**config.mk**
```make
export PLATFORM = sky130hd
export DESIGN_NAME = ntsc_pattern_gen
export DESIGN_NICKNAME = d
export VERILOG_FILES = /design/src/rtl/video_pkg.sv /design/src/rtl/video_timing.sv /design/src/rtl/ntsc_pattern_gen.sv
export SDC_FILE = /design/constraint.sdc
export NUM_CORES = 1
export LEC_CHECK = 0
export CAP_MARGIN = 15
export CORE_MARGIN = 2
export CORE_UTILIZATION = 35
export DETAILED_ROUTE_END_ITERATION = 6
export DONT_BUFFER_PORTS = 1
export SLEW_MARGIN = 20
export SYNTH_ARGS = -nofsm -noshare
export SYNTH_HDL_FRONTEND = slang
export SYNTH_HIERARCHICAL = 1
export SYNTH_SLANG_ARGS = --single-unit
```
**constraint.sdc**
```tcl
create_clock -name clk -period 11.05 [get_ports clk]
set_input_delay 1.6575 -clock clk [delete_from_list [all_inputs] [get_ports clk]]
set_output_delay 1.6575 -clock clk [all_outputs]
set_load 0.01 [all_outputs]
```
**src/rtl/video_pkg.sv**
```systemverilog
// Shared video timing defaults, luma levels and the box descriptor.
// Latency: n/a (types, constants and a pure function only).
// Backpressure: n/a.
package video_pkg;

  // NTSC 525/60 field timing at one sample per active pixel.
  localparam int H_ACTIVE_DEF = 720;
  localparam int H_TOTAL_DEF  = 858;
  localparam int V_BLANK_DEF  = 22;
  localparam int V_TOTAL_DEF  = 262;
  localparam int PIX_DIV_DEF  = 2;

  localparam logic [7:0] LUMA_WHITE = 8'hEB;
  localparam logic [7:0] LUMA_BLACK = 8'h10;

  typedef struct packed {
    logic [9:0] x;
    logic [9:0] y;
    logic [9:0] w;
    logic [9:0] h;
  } box_t;

  // One bounce step along one axis. Returns {dir_neg, new_pos}.
  // The box keeps its direction while its far edge stays inside [0, limit),
  // otherwise it turns round; a box that fits neither way stays put.
  function automatic logic [10:0] bounce_step(
    input logic [9:0]  pos,
    input logic [9:0]  size,
    input logic        dir_neg,
    input logic [10:0] limit
  );
    logic        can_inc;
    logic        can_dec;
    logic [10:0] res;
    can_inc = (({1'b0, pos} + {1'b0, size}) < limit);
    can_dec = (pos != 10'd0);
    res     = {dir_neg, pos};
    if (!dir_neg) begin
      if (can_inc)      res = {1'b0, pos + 10'd1};
      else if (can_dec) res = {1'b1, pos - 10'd1};
    end else begin
      if (can_dec)      res = {1'b1, pos - 10'd1};
      else if (can_inc) res = {1'b0, pos + 10'd1};
    end
    return res;
  endfunction

endpackage

```
**src/rtl/video_timing.sv**
```systemverilog
// Pixel divider plus hc/vc/field raster counters and blanking flags.
// Latency: flags are combinational from the counter registers.
// Backpressure: none, free-running raster.
module video_timing
  import video_pkg::*;
#(
  parameter int H_ACTIVE = H_ACTIVE_DEF,
  parameter int H_TOTAL  = H_TOTAL_DEF,
  parameter int V_BLANK  = V_BLANK_DEF,
  parameter int V_TOTAL  = V_TOTAL_DEF,
  parameter int PIX_DIV  = PIX_DIV_DEF
) (
  input  logic       i_clk,
  input  logic       i_reset,
  output logic       o_stb,
  output logic [9:0] o_hc,
  output logic [9:0] o_vc,
  output logic       o_field,
  output logic       o_hblank,
  output logic       o_vblank,
  output logic       o_f0_wrap
);

  localparam int               DIV_W    = (PIX_DIV > 1) ? $clog2(PIX_DIV) : 1;
  localparam logic [DIV_W-1:0] DIV_LAST = DIV_W'(PIX_DIV - 1);
  localparam logic [9:0]       HC_LAST  = 10'(H_TOTAL - 1);
  localparam logic [9:0]       VC_LAST  = 10'(V_TOTAL - 1);
  localparam logic [9:0]       HC_ACT   = 10'(H_ACTIVE);
  localparam logic [9:0]       VC_BLANK = 10'(V_BLANK);

  logic [DIV_W-1:0] r_div;
  logic [9:0]       r_hc;
  logic [9:0]       r_vc;
  logic             r_field;
  logic             w_stb;
  logic             w_hc_wrap;
  logic             w_vc_wrap;

  assign w_stb     = (r_div == DIV_LAST);
  assign w_hc_wrap = w_stb && (r_hc == HC_LAST);
  assign w_vc_wrap = w_hc_wrap && (r_vc == VC_LAST);

  // Divider and raster counters; hc/vc/field only move on the pixel strobe.
  always_ff @(posedge i_clk) begin
    if (i_reset) begin
      r_div   <= '0;
      r_hc    <= '0;
      r_vc    <= '0;
      r_field <= 1'b0;
    end else begin
      r_div <= w_stb ? '0 : r_div + DIV_W'(1);
      if (w_stb) begin
        r_hc <= w_hc_wrap ? 10'd0 : r_hc + 10'd1;
        if (w_hc_wrap) begin
          r_vc <= w_vc_wrap ? 10'd0 : r_vc + 10'd1;
        end
        if (w_vc_wrap) begin
          r_field <= ~r_field;
        end
      end
    end
  end

  assign o_stb     = w_stb;
  assign o_hc      = r_hc;
  assign o_vc      = r_vc;
  assign o_field   = r_field;
  assign o_hblank  = (r_hc >= HC_ACT);
  assign o_vblank  = (r_vc < VC_BLANK);
  // Last pixel of field 1: the clock on which the raster wraps into field 0.
  assign o_f0_wrap = w_vc_wrap && r_field;

endmodule

```
**src/rtl/ntsc_pattern_gen.sv**
```systemverilog
// Synthetic decoder-format source: one white box per frame plus its expected centroid/count.
// Latency: fvh/dv/dout registered one clk after the pixel strobe; exp_* with the field-0 start.
// Backpressure: cfg_ready drops on accept and returns at the field-0 wrap (macro PATGEN_BOUNCE_EN adds box bounce).
module ntsc_pattern_gen
  import video_pkg::*;
#(
  parameter int H_ACTIVE = H_ACTIVE_DEF,
  parameter int H_TOTAL  = H_TOTAL_DEF,
  parameter int V_BLANK  = V_BLANK_DEF,
  parameter int V_TOTAL  = V_TOTAL_DEF,
  parameter int PIX_DIV  = PIX_DIV_DEF
) (
  input  logic        clk,
  input  logic        reset,
  input  logic        cfg_valid,
  output logic        cfg_ready,
  input  logic [9:0]  box_x,
  input  logic [9:0]  box_y,
  input  logic [9:0]  box_w,
  input  logic [9:0]  box_h,
  output logic [2:0]  fvh,
  output logic        dv,
  output logic [7:0]  dout,
  output logic        exp_valid,
  output logic [9:0]  exp_cx,
  output logic [9:0]  exp_cy,
  output logic [19:0] exp_count
);

  localparam logic [10:0] H_LIM   = 11'(H_ACTIVE);
  localparam logic [10:0] V_LIM   = 11'(V_TOTAL - V_BLANK);
  localparam logic [9:0]  ROW_OFS = 10'(V_BLANK);

  logic        w_stb;
  logic [9:0]  w_hc;
  logic [9:0]  w_vc;
  logic        w_field;
  logic        w_hblank;
  logic        w_vblank;
  logic        w_f0_wrap;

  box_t        r_active;
  box_t        r_shadow;
  logic        r_cfg_ready;
  logic [2:0]  r_fvh;
  logic        r_dv;
  logic [7:0]  r_dout;
  logic        r_exp_valid;
  logic [9:0]  r_exp_cx;
  logic [9:0]  r_exp_cy;
  logic [19:0] r_exp_count;

  logic [9:0]  w_row;
  logic [10:0] w_x_end;
  logic [10:0] w_y_end;
  logic        w_inside;
  logic [10:0] w_x1;
  logic [10:0] w_y1;
  logic        w_empty;
  logic [10:0] w_cx_sum;
  logic [10:0] w_cy_sum;
  logic [10:0] w_span_x;
  logic [10:0] w_span_y;
  logic [19:0] w_count;
  logic        w_f0_start;

  video_timing #(
    .H_ACTIVE (H_ACTIVE),
    .H_TOTAL  (H_TOTAL),
    .V_BLANK  (V_BLANK),
    .V_TOTAL  (V_TOTAL),
    .PIX_DIV  (PIX_DIV)
  ) u_timing (
    .i_clk     (clk),
    .i_reset   (reset),
    .o_stb     (w_stb),
    .o_hc      (w_hc),
    .o_vc      (w_vc),
    .o_field   (w_field),
    .o_hblank  (w_hblank),
    .o_vblank  (w_vblank),
    .o_f0_wrap (w_f0_wrap)
  );

  // Box hit test on the pixel currently named by the counters. Ends are
  // 11-bit so a box near the 10-bit limit never wraps back on screen.
  assign w_row    = w_vc - ROW_OFS;
  assign w_x_end  = {1'b0, r_active.x} + {1'b0, r_active.w};
  assign w_y_end  = {1'b0, r_active.y} + {1'b0, r_active.h};
  assign w_inside = (w_hc >= r_active.x) && ({1'b0, w_hc} < w_x_end) &&
                    (w_row >= r_active.y) && ({1'b0, w_row} < w_y_end);

  // Expected centroid/count of the box after clipping to the active area.
  assign w_x1       = (w_x_end > H_LIM) ? H_LIM : w_x_end;
  assign w_y1       = (w_y_end > V_LIM) ? V_LIM : w_y_end;
  assign w_empty    = (r_active.w == 10'd0) || (r_active.h == 10'd0) ||
                      ({1'b0, r_active.x} >= H_LIM) || ({1'b0, r_active.y} >= V_LIM);
  assign w_cx_sum   = {1'b0, r_active.x} + w_x1 - 11'd1;
  assign w_cy_sum   = {1'b0, r_active.y} + w_y1 - 11'd1;
  assign w_span_x   = w_x1 - {1'b0, r_active.x};
  assign w_span_y   = w_y1 - {1'b0, r_active.y};
  assign w_count    = 20'(w_span_x) * 20'(w_span_y);
  assign w_f0_start = w_stb && (w_hc == 10'd0) && (w_vc == 10'd0) && !w_field;

`ifdef PATGEN_BOUNCE_EN
  logic        r_dir_x;
  logic        r_dir_y;
  logic [10:0] w_step_x;
  logic [10:0] w_step_y;

  assign w_step_x = bounce_step(r_active.x, r_active.w, r_dir_x, H_LIM);
  assign w_step_y = bounce_step(r_active.y, r_active.h, r_dir_y, V_LIM);
`endif

  // Config handshake: shadow capture, frame-aligned swap into the active box.
  always_ff @(posedge clk) begin
    if (reset) begin
      r_active    <= '0;
      r_shadow    <= '0;
      r_cfg_ready <= 1'b1;
`ifdef PATGEN_BOUNCE_EN
      r_dir_x     <= 1'b0;
      r_dir_y     <= 1'b0;
`endif
    end else if (w_f0_wrap && !r_cfg_ready) begin
      r_active    <= r_shadow;
      r_cfg_ready <= 1'b1;
`ifdef PATGEN_BOUNCE_EN
      r_dir_x     <= 1'b0;
      r_dir_y     <= 1'b0;
`endif
    end else begin
      // A strobe landing on the wrap itself is only shadowed, so it waits a frame.
      if (cfg_valid && r_cfg_ready) begin
        r_shadow    <= '{x: box_x, y: box_y, w: box_w, h: box_h};
        r_cfg_ready <= 1'b0;
      end
`ifdef PATGEN_BOUNCE_EN
      if (w_f0_wrap) begin
        r_active.x <= w_step_x[9:0];
        r_active.y <= w_step_y[9:0];
        r_dir_x    <= w_step_x[10];
        r_dir_y    <= w_step_y[10];
      end
`endif
    end
  end

  // Video outputs: flags follow every strobe, luma only changes on active pixels.
  always_ff @(posedge clk) begin
    if (reset) begin
      r_fvh  <= 3'b010;
      r_dv   <= 1'b0;
      r_dout <= LUMA_BLACK;
    end else begin
      r_dv <= 1'b0;
      if (w_stb) begin
        r_fvh <= {w_field, w_vblank, w_hblank};
        if (!w_hblank && !w_vblank) begin
          r_dv   <= 1'b1;
          r_dout <= w_inside ? LUMA_WHITE : LUMA_BLACK;
        end
      end
    end
  end

  // Expected values latch alongside the field-0 start pulse.
  always_ff @(posedge clk) begin
    if (reset) begin
      r_exp_valid <= 1'b0;
      r_exp_cx    <= '0;
      r_exp_cy    <= '0;
      r_exp_count <= '0;
    end else begin
      r_exp_valid <= w_f0_start;
      if (w_f0_start) begin
        r_exp_cx    <= w_empty ? 10'd0 : 10'(w_cx_sum >> 1);
        r_exp_cy    <= w_empty ? 10'd0 : 10'(w_cy_sum >> 1);
        r_exp_count <= w_empty ? 20'd0 : w_count;
      end
    end
  end

  assign cfg_ready = r_cfg_ready;
  assign fvh       = r_fvh;
  assign dv        = r_dv;
  assign dout      = r_dout;
  assign exp_valid = r_exp_valid;
  assign exp_cx    = r_exp_cx;
  assign exp_cy    = r_exp_cy;
  assign exp_count = r_exp_count;

endmodule

```
==> run_results.csv, run 1 <==
group,metric,value,unit
power_and_ir_drop,powerDensity,84.2,mW/mm^2
clock_network,cts_buffer_depth,2,
worst_hold_path,hold_class,"reg -> reg",
power_and_ir_drop,ir_drop,0.115,mV
drt,first_iter_violations,497,
grt,grt_pass1_vias,10300,
layout,syn_to_final_growth,8.09,%
drt,routed-via-count,10500,
sta,timing.fmax,103,MHz
floorplanning,die_y,198,um
synth,yosysSeqAreaShare,22.7,%
setup_path,crit_arrival,10070,ps
sta,min_period,9690,ps
floorplanning,dieWidth,198,um
clock_network,cts.sink_count,150,
synth,ys_async_sr_fraction,0,%
floorplanning,start_util,35.4,%
grt,antenna_found_initial,0,
floorplanning,coreArea,0.0374,mm^2
clock_network,cts_buffers,17,
layout,num-nets-final,1901,
drt,drc,0,
sta,finalHoldViolations,0,
sta,hold_slack,453,ps
synth,synthTopCellsByArea,"dfxtp_1, ha_1, fa_1",
setup_path,worstPathRequired,11430,ps
setup_path,cp_max_fo,11,
job,max_cap_viol_count,0,
setup_path,critical_path.slowest_cell,"fa_1",
clock_network,cts_max_level,4,
layout,n_antenna_cell,0,
drt,wl_per_cell,15.4,um
sta,final.setup_skew,16.1,ps
setup_path,endpoint_kind,"flop",
grt,track_usage,17.4,%
layout,fin_area,0.0143,mm^2
synth,synth.top_cell.area_share,22.7,%
clock_network,tritoncts,"done",
synth,synthDistinctLibCells,68,
setup_path,worstSetupPathType,"reg -> reg",
sta,tightest_slew,961,ps
grt,grt_overflow,0,
synth,synthCells,1633,
synth,avgSynthCellArea,8.10,um^2
setup_path,startpoint_type,"flop",
layout,drive_gt1_share,4.28,%
synth,synth_edf_count,0,
sta,slew_headroom,35.7,%
synth,synth_most_common_cell,"nand2_1",
drt,drt_wl_total,32700,um
clock_network,clock_latency,460,ps
drt,drt-pass1-iter-count,7,
synth,synth-seq-cells,150,
placed_design,dp.cells,2093,
synth,synthFlopType,"dfxtp_1",
placed_design,place_area,0.0137,mm^2
synth,synth_area,0.0132,mm^2
floorplanning,pin_count,97,
floorplanning,die_area,0.0393,mm^2
clock_network,cts_root_buf,"clkbuf_16",
placed_design,place.gp.congestion,0.912,
power_and_ir_drop,p_leak,6.24,nW
synth,synth_commonest_cells,"nand2_1, inv_1, ha_1",
layout,nFillCells,3908,
drt,ant_nets,0,
outcome,status,"completed",
synth,ys_warn_count,6,
floorplanning,row_count,71,
drt,vias_per_cell,4.95,
placed_design,hpwl,26100,um
sta,setup_violations,0,
grt,grt_max_degree,137,
placed_design,portBuffers,0,
sta,tns,0,ps
setup_path,worst_path_largest_cell_delay,560,ps
layout,layoutNonFillerInstCount,2125,
clock_network,path_clk_slew,80,ps
sta,drv_slew,0,
layout,final_core_util,38.2,%
clock_network,cts.repair.resized,0,
clock_network,postCtsHoldBufs,0,
synth,synth.largest_area_cell,"dfxtp_1",
clock_network,cts_setup_buffers,0,
sta,period_share,87.7,%
grt,grt_pass1_wl,53700,um
sta,rsz0062_at_grt,"no",
[sequential cells by signal, summed over array words and instances (netlist names), 2 cells and up]
name           flops
fvh                3
exp_cy            10
r_active          40
dout               2
exp_count         20
u_timing/o_vc     10
r_shadow          40
exp_cx            10
u_timing/o_hc     10
[metrics by stage]
| stage | power [mW] | setup slack, ps |
|---|---|---|
| 4_1_cts | 1.22 | 1370 |
| 6_report | 1.20 | 1360 |
| 5_1_grt | 1.25 | 406 |
| 2_1_floorplan | 0.611 | 2310 |
| 3_3_place_gp | 0.617 | 1630 |
| 3_5_place_dp | 0.618 | 1380 |
[where the power goes]
part	internal (mW)	total [mW]	switching (mW)
clock	0.305	0.598	0.293
combinational	0.0156	0.0465	0.0308
sequential	0.551	0.559	0.00838
total	0.872	1.20	0.332
[cell type report]
type | instances | area [um^2] | area share (%)
multi-input combinational | 1236 | 9270 | 64.9
tap | 511 | 639 | 4.47
sequential | 150 | 3000 | 21.0
clock inverter | 15 | 184 | 1.29
clock buffer | 17 | 425 | 2.98
inverter | 187 | 702 | 4.91
timing repair buffer | 9 | 67.6 | 0.473
[critical path, delay by kind of cell, from the launching register on]
kind / cells / cell delay, ps
fa+ha+maj: 9 / 3800
buf+inv: 5 / 320
flops: 1 / 340
simple gates: 3 / 460
xor+xnor: 2 / 570
compound gates: 18 / 4120
[metal layers]
| metal | track usage, % | part of all wire (%) | vias to the layer above |
|---|---|---|---|
| met4 | 5.57 | 2.1 | 0 |
| met5 | 0 | 0 | - |
| met3 | 4.10 | 5.6 | 36 |
| met2 | 27.0 | 43 | 225 |
| met1 | 23.6 | 49 | 4908 |
| li1 | - | - | 5353 |
[path summary, 6_finish.rpt]
check | from | endpoint | slack, ps | cells after the start
max reg2reg | r_active[11] | exp_count[19] | 1360 | 37
min | r_shadow[39] | r_active[39] | 450 | 2
min reg2reg | r_shadow[39] | r_active[39] | 450 | 2
max | r_active[11] | exp_count[19] | 1360 | 37
[cell usage in the layout, fill, tap and decap left out, drive strengths merged, types with 4 or more instances in the layout]
cell type / synthesis / final
a21o: 32 / 32
a21oi: 163 / 163
a22oi: 18 / 18
a31oi: 13 / 13
and2: 23 / 23
and3: 5 / 5
buf: 14 / 9
clkbuf: 49 / 17
clkinv: 0 / 8
conb: 2 / 5
dfxtp: 150 / 150
fa: 85 / 85
ha: 172 / 172
inv: 187 / 192
nand2: 257 / 257
nand2b: 26 / 26
nand3: 35 / 35
nand4: 11 / 11
nor2: 123 / 123
nor2b: 13 / 13
nor3: 13 / 13
nor4: 12 / 12
o21a: 10 / 10
o21ai: 30 / 30
o21bai: 20 / 20
o31ai: 10 / 10
or2: 10 / 10
or3: 4 / 4
or4: 12 / 12
xnor2: 56 / 56
xor2: 34 / 34
[kinds of logic (layout without fill, tap and decap cells)]
family / Yosys count / count (layout) / synth area share (%)
other: 2 / 5 / 0.0568
adders and majority gates: 257 / 257 / 29.1
buffers and inverters: 250 / 228 / 7.38
and+or+nand+nor: 555 / 555 / 19.0
AOI/OAI and AO/OA: 325 / 325 / 15.3
DFF: 150 / 150 / 22.7
xor gates and xnor gates: 91 / 91 / 6.13
muxes: 3 / 3 / 0.227
Power figures use the tool's default switching activity.
==> inputs of run 2 (changes only) <==
Settings changed: RECOVER_POWER set to 100.
==> run_results.csv, run 2 (synthesis results as in run 1) <==
group,metric,value,unit
drt,wl_met3,1720,um
power_and_ir_drop,swShare,27.6,%
drt,wl_per_cell,15.4,um
setup_path,critical_path.slowest_cell,"fa_1",
grt,grt_overflow,0,
clock_network,cts_setup_buffers,0,
sta,rsz0062_at_grt,"no",
grt,track_usage,17.4,%
clock_network,cts_max_level,4,
outcome,status,"finished with violations",
outcome,violations,"max-capacitance violations, max-slew violations",
grt,grt_pass1_vias,10300,
floorplanning,dieWidth,198,um
setup_path,worst_path_largest_cell_delay,560,ps
floorplanning,die_y,198,um
setup_path,reg2reg_setup_slack,1260,ps
layout,num-nets-final,1901,
grt,grt_max_degree,137,
clock_network,cts.repair.resized,0,
layout,drive_gt1_share,3.90,%
layout,mostFrequentLayoutCells,"nand2_1, inv_1, ha_1, a21oi_1, dfxtp_1",
layout,multiInputGateArea,0.00926,mm^2
drt,wl_met1,16100,um
drt,routed-via-count,10500,
sta,min_period,9790,ps
job,max_cap_viol_count,2,
layout,fin_area,0.0143,mm^2
sta,slew_headroom,-29.8,%
drt,drt_wl_total,32700,um
placed_design,hpwl,26100,um
sta,tns,0,ps
setup_path,startpoint_type,"flop",
drt,drt-pass1-iter-count,5,
power_and_ir_drop,switchingPower,0.332,mW
floorplanning,die_area,0.0393,mm^2
drt,ant_nets,0,
setup_path,endpoint_kind,"flop",
sta,drv_slew,82,
floorplanning,start_util,35.4,%
placed_design,place.gp.congestion,0.912,
setup_path,cp_common_cell,"fa_1",
drt,vias_per_cell,4.94,
power_and_ir_drop,intPower,0.871,mW
clock_network,tritoncts,"done",
clock_network,clock_latency,460,ps
floorplanning,pin_count,97,
power_and_ir_drop,clkPwrFrac,49.7,%
setup_path,worstPathRequired,11430,ps
power_and_ir_drop,seqPwrFrac,46.5,%
clock_network,cts_buffers,17,
layout,syn_to_final_growth,7.97,%
drt,first_iter_violations,494,
floorplanning,coreArea,0.0374,mm^2
power_and_ir_drop,p_leak,6.23,nW
grt,grt_pass1_wl,53700,um
drt,wl_met2,14100,um
sta,timing.fmax,102,MHz
setup_path,cp_max_fo,11,
sta,finalHoldViolations,0,
sta,period_share,88.6,%
layout,nFillCells,3913,
clock_network,path_clk_slew,80,ps
power_and_ir_drop,combPwrFrac,3.9,%
sta,final.setup_skew,15.1,ps
layout,n_antenna_cell,0,
clock_network,cts_buffer_depth,2,
clock_network,cts.sink_count,150,
power_and_ir_drop,ir_drop,0.115,mV
layout,regArea,0.00300,mm^2
power_and_ir_drop,powerDensity,84.3,mW/mm^2
sta,setup_violations,0,
setup_path,worstSetupPathType,"reg -> reg",
placed_design,place_area,0.0137,mm^2
drt,drc,0,
floorplanning,row_count,71,
clock_network,cts_root_buf,"clkbuf_16",
grt,antenna_found_initial,0,
layout,layout_commonest_cell,"nand2_1",
clock_network,postCtsHoldBufs,0,
worst_hold_path,hold_class,"reg -> reg",
drt,dr.max_layer_used,"met4",
sta,tightest_slew,1950,ps
setup_path,crit_arrival,10170,ps
placed_design,portBuffers,0,
-- run 2: worst paths after layout --
kind	from	endpoint	depth (start not counted)
hold / removal	r_shadow[39]	r_active[39]	2
hold reg to reg	r_shadow[39]	r_active[39]	2
setup reg to reg	r_active[30]	exp_count[19]	39
setup / recovery	r_active[30]	exp_count[19]	39
-- run 2: per-layer routing --
layer  up-vias  GRT usage, %
li1       5354             -
met1      4906          23.6
met2       206          27.0
met3        40          4.10
met4         0          5.57
met5         -             0
-- run 2: cell type report --
cell class                 count  area share [%]
clock buffer                  17            2.98
clock inverter                15            1.29
inverter                     187            4.92
multi-input combinational   1236            64.9
sequential                   150            21.0
tap                          511            4.48
timing repair buffer           9           0.421
-- run 2: worst max-delay path: cells and delay by family (launching register included) --
| family | cells | cell delay (ps) |
|---|---|---|
| adders and majority gates | 10 | 4090 |
| buffers and inverters | 5 | 260 |
| xor gates and xnor gates | 3 | 780 |
| DFF | 1 | 400 |
| AOI/OAI and AO/OA | 16 | 3460 |
| and+or+nand+nor | 5 | 710 |
-- run 2: metrics by stage --
stage	total power [mW]	setup slack (ps)	utilization (%)	std cells	hold slack (ps)
2_1_floorplan	0.611	2310	-	1636	432
3_3_place_gp	0.617	1630	36.6	2093	441
3_5_place_dp	0.618	1380	36.6	2093	445
4_1_cts	1.22	1370	38.2	2125	449
5_1_grt	1.25	267	38.2	2125	465
6_report	1.20	1260	38.2	2125	453
-- run 2: power groups by stage --
stage / Sequential, mW / Clock, mW / Combinational (mW)
floorplan: 0.568 / 0 / 0.0430
global placement: 0.572 / 0 / 0.0458
detailed placement: 0.572 / 0 / 0.0468
CTS: 0.559 / 0.611 / 0.0470
global route: 0.560 / 0.635 / 0.0527
finish: 0.559 / 0.598 / 0.0465
==> inputs of run 3 (changes only) <==
Settings changed: CORE_MARGIN 2 to 10, PLACE_DENSITY set to 0.57.
==> run_results.csv, run 3 (synthesis results as in run 1) <==
group,metric,value,unit
clock_network,clock_latency,450,ps
job,max_cap_viol_count,1,
sta,tightest_slew,1880,ps
sta,slew_headroom,-25.3,%
setup_path,critical_path.slowest_cell,"fa_1",
drt,ant_nets,0,
sta,period_share,89.1,%
sta,setup_violations,0,
setup_path,cp_common_cell,"fa_1",
setup_path,reg2reg_to,"exp_count[19]",
grt,grt_pass1_vias,10300,
grt,grt_overflow,0,
setup_path,cp_max_fo,11,
drt,drc,0,
layout,layout_commonest_cell,"nand2_1",
layout,nFillCells,3934,
floorplanning,pin_count,97,
sta,worst_slack,1200,ps
floorplanning,start_util,35.3,%
clock_network,tritoncts,"done",
grt,grt_max_degree,137,
outcome,status,"finished with violations",
clock_network,cts_buffer_depth,2,
clock_network,cts_root_buf,"clkbuf_16",
placed_design,pre_cts_slack,1330,ps
worst_hold_path,hold_end,"r_active[13]",
grt,antenna_found_initial,0,
clock_network,cts_setup_buffers,0,
clock_network,cts_buffers,17,
layout,syn_to_final_growth,8.07,%
clock_network,cts_max_level,4,
layout,n_antenna_cell,0,
setup_path,rr_worst_depth,39,
grt,grt_pass1_wl,56400,um
setup_path,worst_path_largest_cell_delay,550,ps
drt,first_iter_violations,677,
worst_hold_path,min_from,"r_shadow[13]",
placed_design,hpwl,27600,um
sta,tns,0,ps
layout,mostFrequentLayoutCells,"nand2_1, inv_1, ha_1, a21oi_1, dfxtp_1",
layout,drive_gt1_share,3.90,%
setup_path,worstSetupPathType,"reg -> reg",
setup_path,endpoint_kind,"flop",
setup_path,crit_arrival,10210,ps
placed_design,portBuffers,0,
clock_network,postCtsHoldBufs,0,
drt,drt-pass1-iter-count,7,
drt,vias_per_cell,4.99,
drt,routed-via-count,10600,
setup_path,reg2reg_setup_slack,1200,ps
sta,finalHoldViolations,0,
power_and_ir_drop,p_leak,6.25,nW
drt,drt_wl_total,34600,um
floorplanning,die_y,214,um
drt,wl_per_cell,16.3,um
clock_network,cts.repair.resized,0,
sta,min_period,9850,ps
floorplanning,coreArea,0.0375,mm^2
clock_network,path_clk_slew,70,ps
setup_path,startpoint_type,"flop",
floorplanning,row_count,71,
worst_hold_path,hold_class,"reg -> reg",
sta,drv_slew,40,
floorplanning,die_area,0.0460,mm^2
setup_path,r2r-start,"r_active[30]",
worst_hold_path,holdPathStages,2,
placed_design,place.gp.congestion,0.890,
power_and_ir_drop,ir_drop,0.135,mV
power_and_ir_drop,powerDensity,85.9,mW/mm^2
setup_path,worstPathRequired,11410,ps
sta,final.setup_skew,10.4,ps
sta,rsz0062_at_grt,"no",
grt,track_usage,15.0,%
layout,num-nets-final,1902,
clock_network,cts.sink_count,150,
outcome,violations,"max-capacitance violations, max-slew violations",
floorplanning,dieWidth,214,um
sta,timing.fmax,102,MHz
[run 3: cell count changes in the layout (fill, tap and decap cells not counted), sizes merged]
cell | previous run | this run
clkinv | 8 | 2
inv | 192 | 195
bufinv | 0 | 2
clkbuf | 19 | 21
[run 3: how the worst max path moves through the flow]
stage	start	end	slack, ps	cells past startpoint
floorplan	r_active[21]	exp_count[19]	2310	38
global placement	r_active[21]	exp_count[19]	1580	37
detailed placement	r_active[21]	exp_count[19]	1330	37
CTS	r_active[21]	exp_count[19]	1310	37
global route	r_active[30]	exp_count[19]	340	39
finish	r_active[30]	exp_count[19]	1200	39
[run 3: cell type report]
type / count / area [um^2] / share of cell area (%)
clock buffers: 18 / 439 / 3.07
clock inverters: 14 / 180 / 1.26
inverters: 187 / 702 / 4.91
multi-input cells: 1236 / 9260 / 64.8
flip-flops and latches: 150 / 3000 / 21.0
well taps: 511 / 639 / 4.47
repair buffers: 10 / 63.8 / 0.447
[run 3: metal layers]
layer  share of wire, %  GRT usage [%]
met5                  0              0
met4                1.3           3.76
met3                5.6           3.34
met2                 44           23.2
met1                 49           20.7
[run 3: worst max-delay path, delay by kind of cell (launching register included)]
family	cells	cell delay (ps)
XOR/XNOR	3	760
adder cells (fa/ha/maj)	10	4100
buffers and inverters	5	270
AND/OR/NAND/NOR	5	710
AO/OA/AOI/OAI	16	3520
flip-flops	1	420
[run 3: report_power, final]
group	switching, mW	internal (mW)	total (mW)
combinational	0.0312	0.0154	0.0467
sequential	0.00848	0.551	0.559
clock	0.272	0.350	0.621
total	0.311	0.916	1.23
[run 3: per-stage QoR]
stage / util, % / instances / hold slack, ps / power (mW) / cell area, um^2
after global placement: 36.5 / 2094 / 442 / 0.619 / 13700
after detailed placement: 36.5 / 2094 / 445 / 0.620 / 13700
after floorplan: - / 1636 / 432 / 0.611 / 13200
after global routing: 38.1 / 2126 / 469 / 1.27 / 14300
final: 38.1 / 2126 / 448 / 1.23 / 14300
after CTS: 38.2 / 2126 / 454 / 1.25 / 14300
